===== src/rtl/riscv_defines.sv =====
// Shared constants for the bit-operation unit: operator codes and FSM state encoding.
package riscv_defines;

  localparam int BIT_OP_WIDTH = 3;

  localparam logic [BIT_OP_WIDTH-1:0] BOP_CNT = 3'b000;
  localparam logic [BIT_OP_WIDTH-1:0] BOP_FF1 = 3'b001;
  localparam logic [BIT_OP_WIDTH-1:0] BOP_FL1 = 3'b010;
  localparam logic [BIT_OP_WIDTH-1:0] BOP_REV = 3'b011;
  localparam logic [BIT_OP_WIDTH-1:0] BOP_PAR = 3'b100;

  typedef enum logic [1:0] {
    BOP_IDLE,
    BOP_RUN,
    BOP_DONE
  } bitops_state_e;

endpackage


===== src/rtl/riscv_bitops_seq_if.sv =====
// Issue/result handshake between the EX stage (master) and the bitops unit (slave).
interface riscv_bitops_seq_if;
  import riscv_defines::*;

  logic                    enable_i;
  logic [BIT_OP_WIDTH-1:0] operator_i;
  logic [31:0]             operand_i;
  logic                    ex_ready_i;
  logic [31:0]             result_o;
  logic                    ready_o;

  modport master (
    output enable_i, operator_i, operand_i, ex_ready_i,
    input  result_o, ready_o
  );

  modport slave (
    input  enable_i, operator_i, operand_i, ex_ready_i,
    output result_o, ready_o
  );

endinterface


===== src/rtl/riscv_bitops_chunk.sv =====
// Combinational per-chunk analysis: popcount, lowest/highest set index,
// nonzero flag, bit-reversed chunk and parity.
module riscv_bitops_chunk #(
  parameter int BITS_PER_CYCLE = 4
) (
  input  logic [BITS_PER_CYCLE-1:0] chunk_i,
  output logic [3:0]                popcount_o,
  output logic [2:0]                low_idx_o,
  output logic [2:0]                high_idx_o,
  output logic                      nonzero_o,
  output logic [BITS_PER_CYCLE-1:0] rev_o,
  output logic                      parity_o
);

  always_comb begin
    popcount_o = '0;
    low_idx_o  = '0;
    high_idx_o = '0;
    rev_o      = '0;
    for (int i = 0; i < BITS_PER_CYCLE; i++) begin
      popcount_o = popcount_o + 4'(chunk_i[i]);
      rev_o[i]   = chunk_i[BITS_PER_CYCLE-1-i];
    end
    // Scan downward so the lowest set bit is the last one written.
    for (int i = BITS_PER_CYCLE - 1; i >= 0; i--) begin
      if (chunk_i[i]) low_idx_o = 3'(i);
    end
    for (int i = 0; i < BITS_PER_CYCLE; i++) begin
      if (chunk_i[i]) high_idx_o = 3'(i);
    end
  end

  assign nonzero_o = |chunk_i;
  assign parity_o  = ^chunk_i;

endmodule


===== src/rtl/riscv_bitops_seq.sv =====
// Iterative bit-operation engine: scans the latched operand LSB first,
// BITS_PER_CYCLE bits per cycle, and returns the result with a ready handshake.
module riscv_bitops_seq
  import riscv_defines::*;
#(
  parameter int BITS_PER_CYCLE = 4
) (
  input  logic               clk,
  input  logic               rst_n,
  riscv_bitops_seq_if.slave  bus
);

  localparam int NUM_ITER = 32 / BITS_PER_CYCLE;
  localparam int ITER_W   = (NUM_ITER > 1) ? $clog2(NUM_ITER) : 1;
  localparam int SHIFT    = $clog2(BITS_PER_CYCLE);
  localparam logic [ITER_W-1:0] LAST_ITER = ITER_W'(NUM_ITER - 1);

  bitops_state_e           state_q, state_d;
  logic [BIT_OP_WIDTH-1:0] op_q, op_d;
  logic [31:0]             shreg_q, shreg_d;
  logic [31:0]             acc_q, acc_d;
  logic [ITER_W-1:0]       iter_q, iter_d;
  logic                    found_q, found_d;

  logic [3:0]                chunk_pop;
  logic [2:0]                chunk_low;
  logic [2:0]                chunk_high;
  logic                      chunk_nz;
  logic [BITS_PER_CYCLE-1:0] chunk_rev;
  logic                      chunk_par;
  logic [5:0]                base;
  logic                      last_iter;

  riscv_bitops_chunk #(.BITS_PER_CYCLE(BITS_PER_CYCLE)) u_chunk (
    .chunk_i    (shreg_q[BITS_PER_CYCLE-1:0]),
    .popcount_o (chunk_pop),
    .low_idx_o  (chunk_low),
    .high_idx_o (chunk_high),
    .nonzero_o  (chunk_nz),
    .rev_o      (chunk_rev),
    .parity_o   (chunk_par)
  );

  assign base      = 6'(iter_q) << SHIFT;
  assign last_iter = (iter_q == LAST_ITER);

  always_ff @(posedge clk or negedge rst_n) begin
    if (!rst_n) begin
      state_q <= BOP_IDLE;
      op_q    <= '0;
      shreg_q <= '0;
      acc_q   <= '0;
      iter_q  <= '0;
      found_q <= 1'b0;
    end else begin
      state_q <= state_d;
      op_q    <= op_d;
      shreg_q <= shreg_d;
      acc_q   <= acc_d;
      iter_q  <= iter_d;
      found_q <= found_d;
    end
  end

  // enable_i seen in DONE belongs to the retiring op, so DONE only ever returns to IDLE.
  always_comb begin
    state_d = state_q;
    case (state_q)
      BOP_IDLE: if (bus.enable_i) state_d = BOP_RUN;
      BOP_RUN:  if (last_iter)    state_d = BOP_DONE;
      BOP_DONE: if (bus.ex_ready_i) state_d = BOP_IDLE;
      default:  state_d = BOP_IDLE;
    endcase
  end

  always_comb begin
    op_d    = op_q;
    shreg_d = shreg_q;
    acc_d   = acc_q;
    iter_d  = iter_q;
    found_d = found_q;
    if (state_q == BOP_IDLE && bus.enable_i) begin
      op_d    = bus.operator_i;
      shreg_d = bus.operand_i;
      acc_d   = '0;
      iter_d  = '0;
      found_d = 1'b0;
    end else if (state_q == BOP_RUN) begin
      shreg_d = shreg_q >> BITS_PER_CYCLE;
      if (!last_iter) iter_d = iter_q + 1'b1;
      case (op_q)
        BOP_CNT: acc_d = acc_q + 32'(chunk_pop);
        BOP_FF1: if (!found_q && chunk_nz) begin
          acc_d   = 32'(base) + 32'(chunk_low);
          found_d = 1'b1;
        end
        BOP_FL1: if (chunk_nz) begin
          acc_d   = 32'(base) + 32'(chunk_high);
          found_d = 1'b1;
        end
        BOP_REV: acc_d = {acc_q[31-BITS_PER_CYCLE:0], chunk_rev};
        BOP_PAR: acc_d = {acc_q[31:1], acc_q[0] ^ chunk_par};
        default: acc_d = '0;
      endcase
      // A search that never hit a set bit reports 32.
      if (last_iter && (op_q == BOP_FF1 || op_q == BOP_FL1) && !found_d) begin
        acc_d = 32'd32;
      end
    end
  end

  always_comb begin
    bus.ready_o  = 1'b0;
    bus.result_o = '0;
    case (state_q)
      BOP_IDLE: bus.ready_o = !bus.enable_i;
      BOP_DONE: begin
        bus.ready_o  = 1'b1;
        bus.result_o = acc_q;
      end
      default: bus.ready_o = 1'b0;
    endcase
  end

endmodule


===== src/flat_wrapper.sv =====
// flat-port wrapper written by rule: the top's interface ports become plain ports
module riscv_bitops_seq_flat import riscv_defines::*;
#(
  parameter int BITS_PER_CYCLE = 4
)
  (clk, rst_n, bus_enable_i, bus_operator_i, bus_operand_i, bus_ex_ready_i, bus_result_o, bus_ready_o);
  riscv_bitops_seq_if bus_i ();
  input  logic clk;
  input  logic rst_n;
  input wire logic [$bits(bus_i.enable_i)-1:0] bus_enable_i;
  input wire logic [$bits(bus_i.operator_i)-1:0] bus_operator_i;
  input wire logic [$bits(bus_i.operand_i)-1:0] bus_operand_i;
  input wire logic [$bits(bus_i.ex_ready_i)-1:0] bus_ex_ready_i;
  output wire logic [$bits(bus_i.result_o)-1:0] bus_result_o;
  output wire logic [$bits(bus_i.ready_o)-1:0] bus_ready_o;
  assign bus_i.enable_i = bus_enable_i;
  assign bus_i.operator_i = bus_operator_i;
  assign bus_i.operand_i = bus_operand_i;
  assign bus_i.ex_ready_i = bus_ex_ready_i;
  assign bus_result_o = bus_i.result_o;
  assign bus_ready_o = bus_i.ready_o;
  riscv_bitops_seq #(.BITS_PER_CYCLE(BITS_PER_CYCLE)) u_core (.clk(clk), .rst_n(rst_n), .bus(bus_i));
endmodule

===== config.mk =====
export PLATFORM = sky130hd
export DESIGN_NAME = riscv_bitops_seq_flat
export DESIGN_NICKNAME = d
export VERILOG_FILES = /design/src/rtl/riscv_defines.sv /design/src/rtl/riscv_bitops_seq_if.sv /design/src/rtl/riscv_bitops_chunk.sv /design/src/rtl/riscv_bitops_seq.sv /design/src/flat_wrapper.sv
export SDC_FILE = /design/constraint.sdc
export NUM_CORES = 1
export LEC_CHECK = 0
export ABC_AREA = 1
export CAP_MARGIN = 20
export CORE_MARGIN = 2
export CORE_UTILIZATION = 55
export DETAILED_ROUTE_END_ITERATION = 8
export GPL_TIMING_DRIVEN = 0
export PLACE_DENSITY = 0.93
export SYNTH_ARGS = -nofsm -noshare
export SYNTH_HDL_FRONTEND = slang
export SYNTH_SLANG_ARGS = --single-unit
export TNS_END_PERCENT = 20

===== constraint.sdc =====
create_clock -name clk -period 3.3 [get_ports clk]
set_input_delay 0.66 -clock clk [delete_from_list [all_inputs] [get_ports clk]]
set_output_delay 0.66 -clock clk [all_outputs]
set_load 0.03 [all_outputs]

# [Word-level counts from Yosys, hierarchy flattened]
# Cells that the tools add are included.
[op_classes] n_reduce_logical=17 n_mux=31 n_addsub=7 eq_ne=14 bitwise=1
[ops] op="two-way mux 32 bit" count=8
[ops] op="one-hot mux 32 bit (5 select lines)" count=1
[ops] op="adder 32 x 4 -> 32 bit" count=1
[ops] op="two-way mux 3 bit" count=8
[ops] op="adder 5 x 3 -> 6 bit" count=2
[ops] op="two-way mux 2 bit" count=4
[ops] op="!= test 4 x 2 -> 1 bit, second input constant" count=2
[ops] op="two-way mux 1 bit" count=7
[ops] op="== test 3 x 2 -> 1 bit, second input constant" count=2
[ops] op="== test 3 bit, second input constant" count=2
[ops] op="!= test 2 bit, second input constant" count=3
[ops] op="one-hot mux 2 bit (3 select lines)" count=1
[ops] op="AND reduction 3 bit" count=2
[ops] op="adder 3 x 1 -> 4 bit" count=1
[ops] op="logical AND 1 bit" count=4
[ops] op="one-hot mux 1 bit (2 select lines)" count=2
[ops] op="AND reduction 4 bit" count=1
[ops] op="OR reduction 4 bit" count=1
[ops] op="parity 4 bit" count=1
[ops] op="adder 2 x 1 -> 3 bit" count=1
[ops] op="adder 3 x 1 -> 3 bit, second input constant" count=1
[ops] op="== test 3 x 1 -> 1 bit, second input constant" count=1
[ops] op="zero test 1 bit" count=3
[ops] op="zero test 3 bit" count=1
[ops] op="10 further kinds" count=10
[totals] input_bits=39 output_inout_bits=33 regBits=73 wordCells=77

# [Logic depth before layout (Yosys ltp)]
[depth] depth_word=11 depth_mapped=15 ltp_nobuf=15

# [Modules after synthesis]
# From an unflattened synthesis, not the netlist that was laid out.
[unflattened] hier_cells=769 area_unflattened_um2=4977.3
[by_module_without_submodules] module="riscv_bitops_seq" instances=1 area_per_inst_um2=4753.3 seq_area_each_um2=1826.8 cells_each=736
[by_module_without_submodules] module="riscv_bitops_chunk" instances=1 area_per_inst_um2=224.0 seq_area_each_um2=0.0 cells_each=33

# [Worst setup path after synthesis]
# Ideal clock, no wire load.
[synth_path] path_type="register -> register" start="reg u_core.shreg_q[2]" end="reg u_core.acc_q[12]" required_ns=3.173 setup_slack_ns=0.765 setup_ns=0.127 t_arrival_ns=2.409 path_stages_with_launch=15 path_buffers=0 period_less_slack_ns=2.535 path_cell_list="dfrtp_1 -> fa_1 -> inv_1 -> fa_1 -> inv_1 -> fa_1 -> nand3_1 -> inv_1 -> nand2_1 -> nor2_4 -> nand2_1 -> nand3_1 -> o21ai_0 -> nand2_1 -> o21ai_0"
[synth_via] elab_chain_cells=11 elab_cells_between_ends=20 classes_between="add/sub: 3; eq/ne: 3; mux: 9; reduce/logical: 5"
[synth_rtl] element="start: declaration" line_no="riscv_bitops_seq.sv:20" rtl="logic [31:0] shreg_q, shreg_d;"
[synth_rtl] element="start signal: assignment" line_no="riscv_bitops_seq.sv:58" rtl="shreg_q <= shreg_d;"
[synth_rtl] element="branches (longest 11 deep; another with adder 32 x 4 -> 32 bit)"
[synth_rtl] element="end signal: assignment" line_no="riscv_bitops_seq.sv:52" rtl="acc_q <= '0;"
[synth_rtl] element="end signal: assignment" line_no="riscv_bitops_seq.sv:59" rtl="acc_q <= acc_d;"
[synth_rtl] element="end: declaration" line_no="riscv_bitops_seq.sv:21" rtl="logic [31:0] acc_q, acc_d;"
# Several ways; the timed one is not identified. The select of a mux whose other input is x is not followed.
# A chain may end at the register's enable or synchronous reset.

# [Final worst setup path]
[layout_path] start="reg u_core.state_q[0]" end="out bus_result_o[5]"
[layout_via] elab_chain_cells=2
[layout_rtl] element="start: declaration" line_no="riscv_bitops_seq.sv:18" rtl="bitops_state_e state_q, state_d;"
[layout_rtl] element="start signal: assignment" line_no="riscv_bitops_seq.sv:56" rtl="state_q <= state_d;"
[layout_rtl] element="== test 2 bit" line_no="riscv_bitops_seq.sv:115" rtl="case (state_q)"
[layout_rtl] element="two-way mux 32 bit" line_no="riscv_bitops_seq.sv:115"
[layout_rtl] element="end: declaration" line_no="flat_wrapper.sv:14" rtl="output wire logic [$bits(bus_i.result_o)-1:0] bus_result_o;"
# No other way between the ends.

==> run_results.csv <==
group,metric,value,unit
status,run_status,"finished clean",
worst_setup_path,r2r_end,"u_core.acc_q[22]",
cells_and_area,num_antenna_cells,0,
floorplan,die_h,97.2,um
placed_design,pre_cts_ws,0.335,ns
yosys,yosysUniqueCellTypes,33,
yosys,seq_area_frac_synth,38.2,%
clocking,post_cts_buffers,0,
clocking,numCtsBuffers,9,
cells_and_area,nets,852,
timing,max_freq,328,MHz
clocking,clk_latency,0.37,ns
cells_and_area,instances_no_fill,915,
drt,post_drt_wl_per_cell,15.3,um
placed_design,place_inst,901,
yosys,ys_ff_latch,73,
yosys,synth_top_area_share,38.2,%
drt,via_per_inst,5.61,
yosys,synth_edf_count,0,
worst_setup_path,reg2reg_depth,14,
global_route,grt_pass1_wl,23400,um
clocking,ctsLongestPathBuffers,2,
floorplan,start_util,55.6,%
clocking,cts_hold_buf,0,
worst_setup_path,reg2reg_setup_slack,0.34,ns
power,ir_worst_vdd,0.000544,V
global_route,grt_util_all_layers,30.7,%
clocking,clk_pin_slew,0.09,ns
worst_setup_path,crit_type,"reg -> out",
timing,worst_pin_slew,0.496,ns
global_route,overflow,0,
power,p_sw_share,44.7,%
floorplan,io-pin-count,72,
cells_and_area,multiInputGateArea,0.00254,mm2
global_route,grt_pass1_vias,5069,
yosys,syn_inst,721,
timing,slew_viol_final,0,
placed_design,dp_hpwl,10300,um
clocking,cts-htree-levels,3,
timing,min_period,3.05,ns
cells_and_area,drive_gt1_share,6.57,%
power,p_int,2.40,mW
yosys,yosys_warnings,0,
min_path,hp-class,"in -> async",
power,p_switching,1.94,mW
drt,drtPass1Iterations,5,
timing,setup_viol,0,
yosys,netlist_area,0.00478,mm2
timing,setup_slack,0.250,ns
power,clkPwrFrac,20.5,%
power,p_leak,2.59,nW
yosys,async_reset_ff_share,100,%
drt,num_vias,5137,
worst_setup_path,critPathRequiredTime,2.64,ns
worst_setup_path,reg2reg_from,"u_core.acc_q[0]",
yosys,synth_area_leaders,"dfrtp_1, nand2_1, nor2_1, o21ai_0, nand3_1",
timing,fin_crit_sh,92.4,%
drt,routed_wl,14000,um
timing,hold_violations,0,
timing,relSlewSlack,66.9,%
cells_and_area,regArea,0.00183,mm2
timing,grt_setup_unrepaired,"no",
floorplan,rows,34,
floorplan,fp.dieW,97.2,um
timing,fin_skew,0.0140,ns
worst_setup_path,crit_arrival,2.39,ns
yosys,syn_area_per_cell,6.63,um2
placed_design,io_buffers,71,
clocking,cts_tree,"built",
power,pwr-share-comb,48.0,%
placed_design,place_congestion,0.957,
power,p_per_area,736,mW/mm2
yosys,yosysMostFrequentCell,"nand2_1",
clocking,cts_sinks,73,
yosys,synth_top_cell_by_area,"dfrtp_1",
floorplan,core,0.00859,mm2
worst_setup_path,worstSetupEndpointType,"output pin",
floorplan,die_area,0.00946,mm2
run,cap_violations,0,
power,seqPwrFrac,31.5,%
yosys,syn_nets,770,
drt,drt_iter0_markers,443,
cells_and_area,fillCellCount,723,
cells_and_area,area_growth,23.2,%
worst_setup_path,cp-start-kind,"register",
yosys,ys_top_cells_by_count,"nand2_1, nor2_1, o21ai_0",
drt,ant_nets,0,
drt,route.detailed.drc,0,
yosys,synth_ff_type,"dfrtp_1",
worst_setup_path,path_max_fanout,13,
clocking,cts-root-buf,"clkbuf_8",
global_route,grt_max_degree,58,
cells_and_area,final_util,68.5,%
global_route,antenna_found_initial,0,
## flip-flops by register name, indices dropped and copies added, names as in the netlist
register        flops
u_core.acc_q       32
u_core.found_q      1
u_core.iter_q       3
u_core.op_q         3
u_core.shreg_q     32
u_core.state_q      2
## worst max-delay path by stage
stage / startpoint / endpoint / cells past startpoint
after floorplan: u_core.shreg_q[2] / u_core.acc_q[12] / 14
after global placement: rst_n / u_core.shreg_q[29] / 1
after detailed placement: u_core.state_q[0] / bus_result_o[5] / 6
after CTS: u_core.state_q[0] / bus_result_o[17] / 6
after global routing: u_core.acc_q[0] / u_core.acc_q[22] / 14
final: u_core.state_q[0] / bus_result_o[5] / 5
## layer usage
layer  track usage, %  routed length, um
met2             52.8               6850
met4             17.3                590
met1             37.0               5420
met3             4.46               1120
met5                0                  0
## timing repair
| item | CTS | global route |
|---|---|---|
| gates cloned | 0 | 0 |
| endpoints found under the hold margin | 0 | 0 |
| endpoints found under the setup margin | 11 | 29 |
| resized for setup | 2 | 0 |
## placed cells by master (no fill, tap or decap), drive strengths merged
master,netlist,layout
clkinv,1,3
nand3,55,55
clkdlybuf4s50,0,69
dlygate4sd2,0,1
a21oi,8,8
bufinv,0,3
o21ai,92,92
o211ai,2,2
or2,1,1
o221ai,1,1
nor2,116,116
o22ai,8,8
buf,16,18
nand2,253,253
xor2,1,1
a22oi,2,2
fa,3,3
inv,64,65
ha,7,7
dfrtp,73,73
nor3,1,1
a32o,1,1
nand4,1,1
clkbuf,10,18
and2,1,1
a22o,4,4
## through the flow
| step | area (um2) | TNS [ns] | total power, mW | hold slack, ns |
|---|---|---|---|---|
| 3_3_place_gp | 5630 | -73.07 | 3.28 | 0.463 |
| 2_1_floorplan | 4780 | 0 | 2.78 | 0.364 |
| 6_report | 5890 | 0 | 4.33 | 0.159 |
| 4_1_cts | 5890 | 0 | 4.29 | 0.158 |
| 3_5_place_dp | 5650 | 0 | 3.40 | 0.471 |
| 5_1_grt | 5890 | 0 | 4.61 | 0.171 |
## power groups by stage
stage                     logic, mW  clock network (mW)  registers (mW)
after CTS                      2.05               0.888            1.35
after global placement         1.92                   0            1.35
final                          2.08               0.888            1.36
after global routing           2.31               0.917            1.39
after floorplan                1.47                   0            1.31
after detailed placement       2.03                   0            1.36
## cell type report
type / instances / area share, %
tap: 108 / 2.29
inverter: 65 / 4.14
multi-input combinational: 557 / 43.1
timing repair buffer: 72 / 12.5
clock inverter: 6 / 1.98
buffer: 25 / 2.89
sequential: 73 / 31.0
clock buffer: 9 / 2.10
## kinds of logic (layout without fill, tap and decap cells)
logic type | after synthesis | in the layout | synth area share, %
flip-flops | 73 | 73 | 38.2
AO/OA/AOI/OAI | 118 | 118 | 13.3
XOR/XNOR | 1 | 1 | 0.183
AND/OR/NAND/NOR | 428 | 428 | 36.5
buffers and inverters | 91 | 177 | 8.71
adder cells (fa/ha/maj) | 10 | 10 | 3.09
## critical path, stage by stage, from the launching register on
cell and delay (ns):
dfrtp_1 0.40, inv_2 0.19, nand2_1 0.24, clkbuf_2 0.31
nor2_1 0.19, clkdlybuf4s50_1 0.69
No activity file was read; power rests on OpenSTA's default activity.
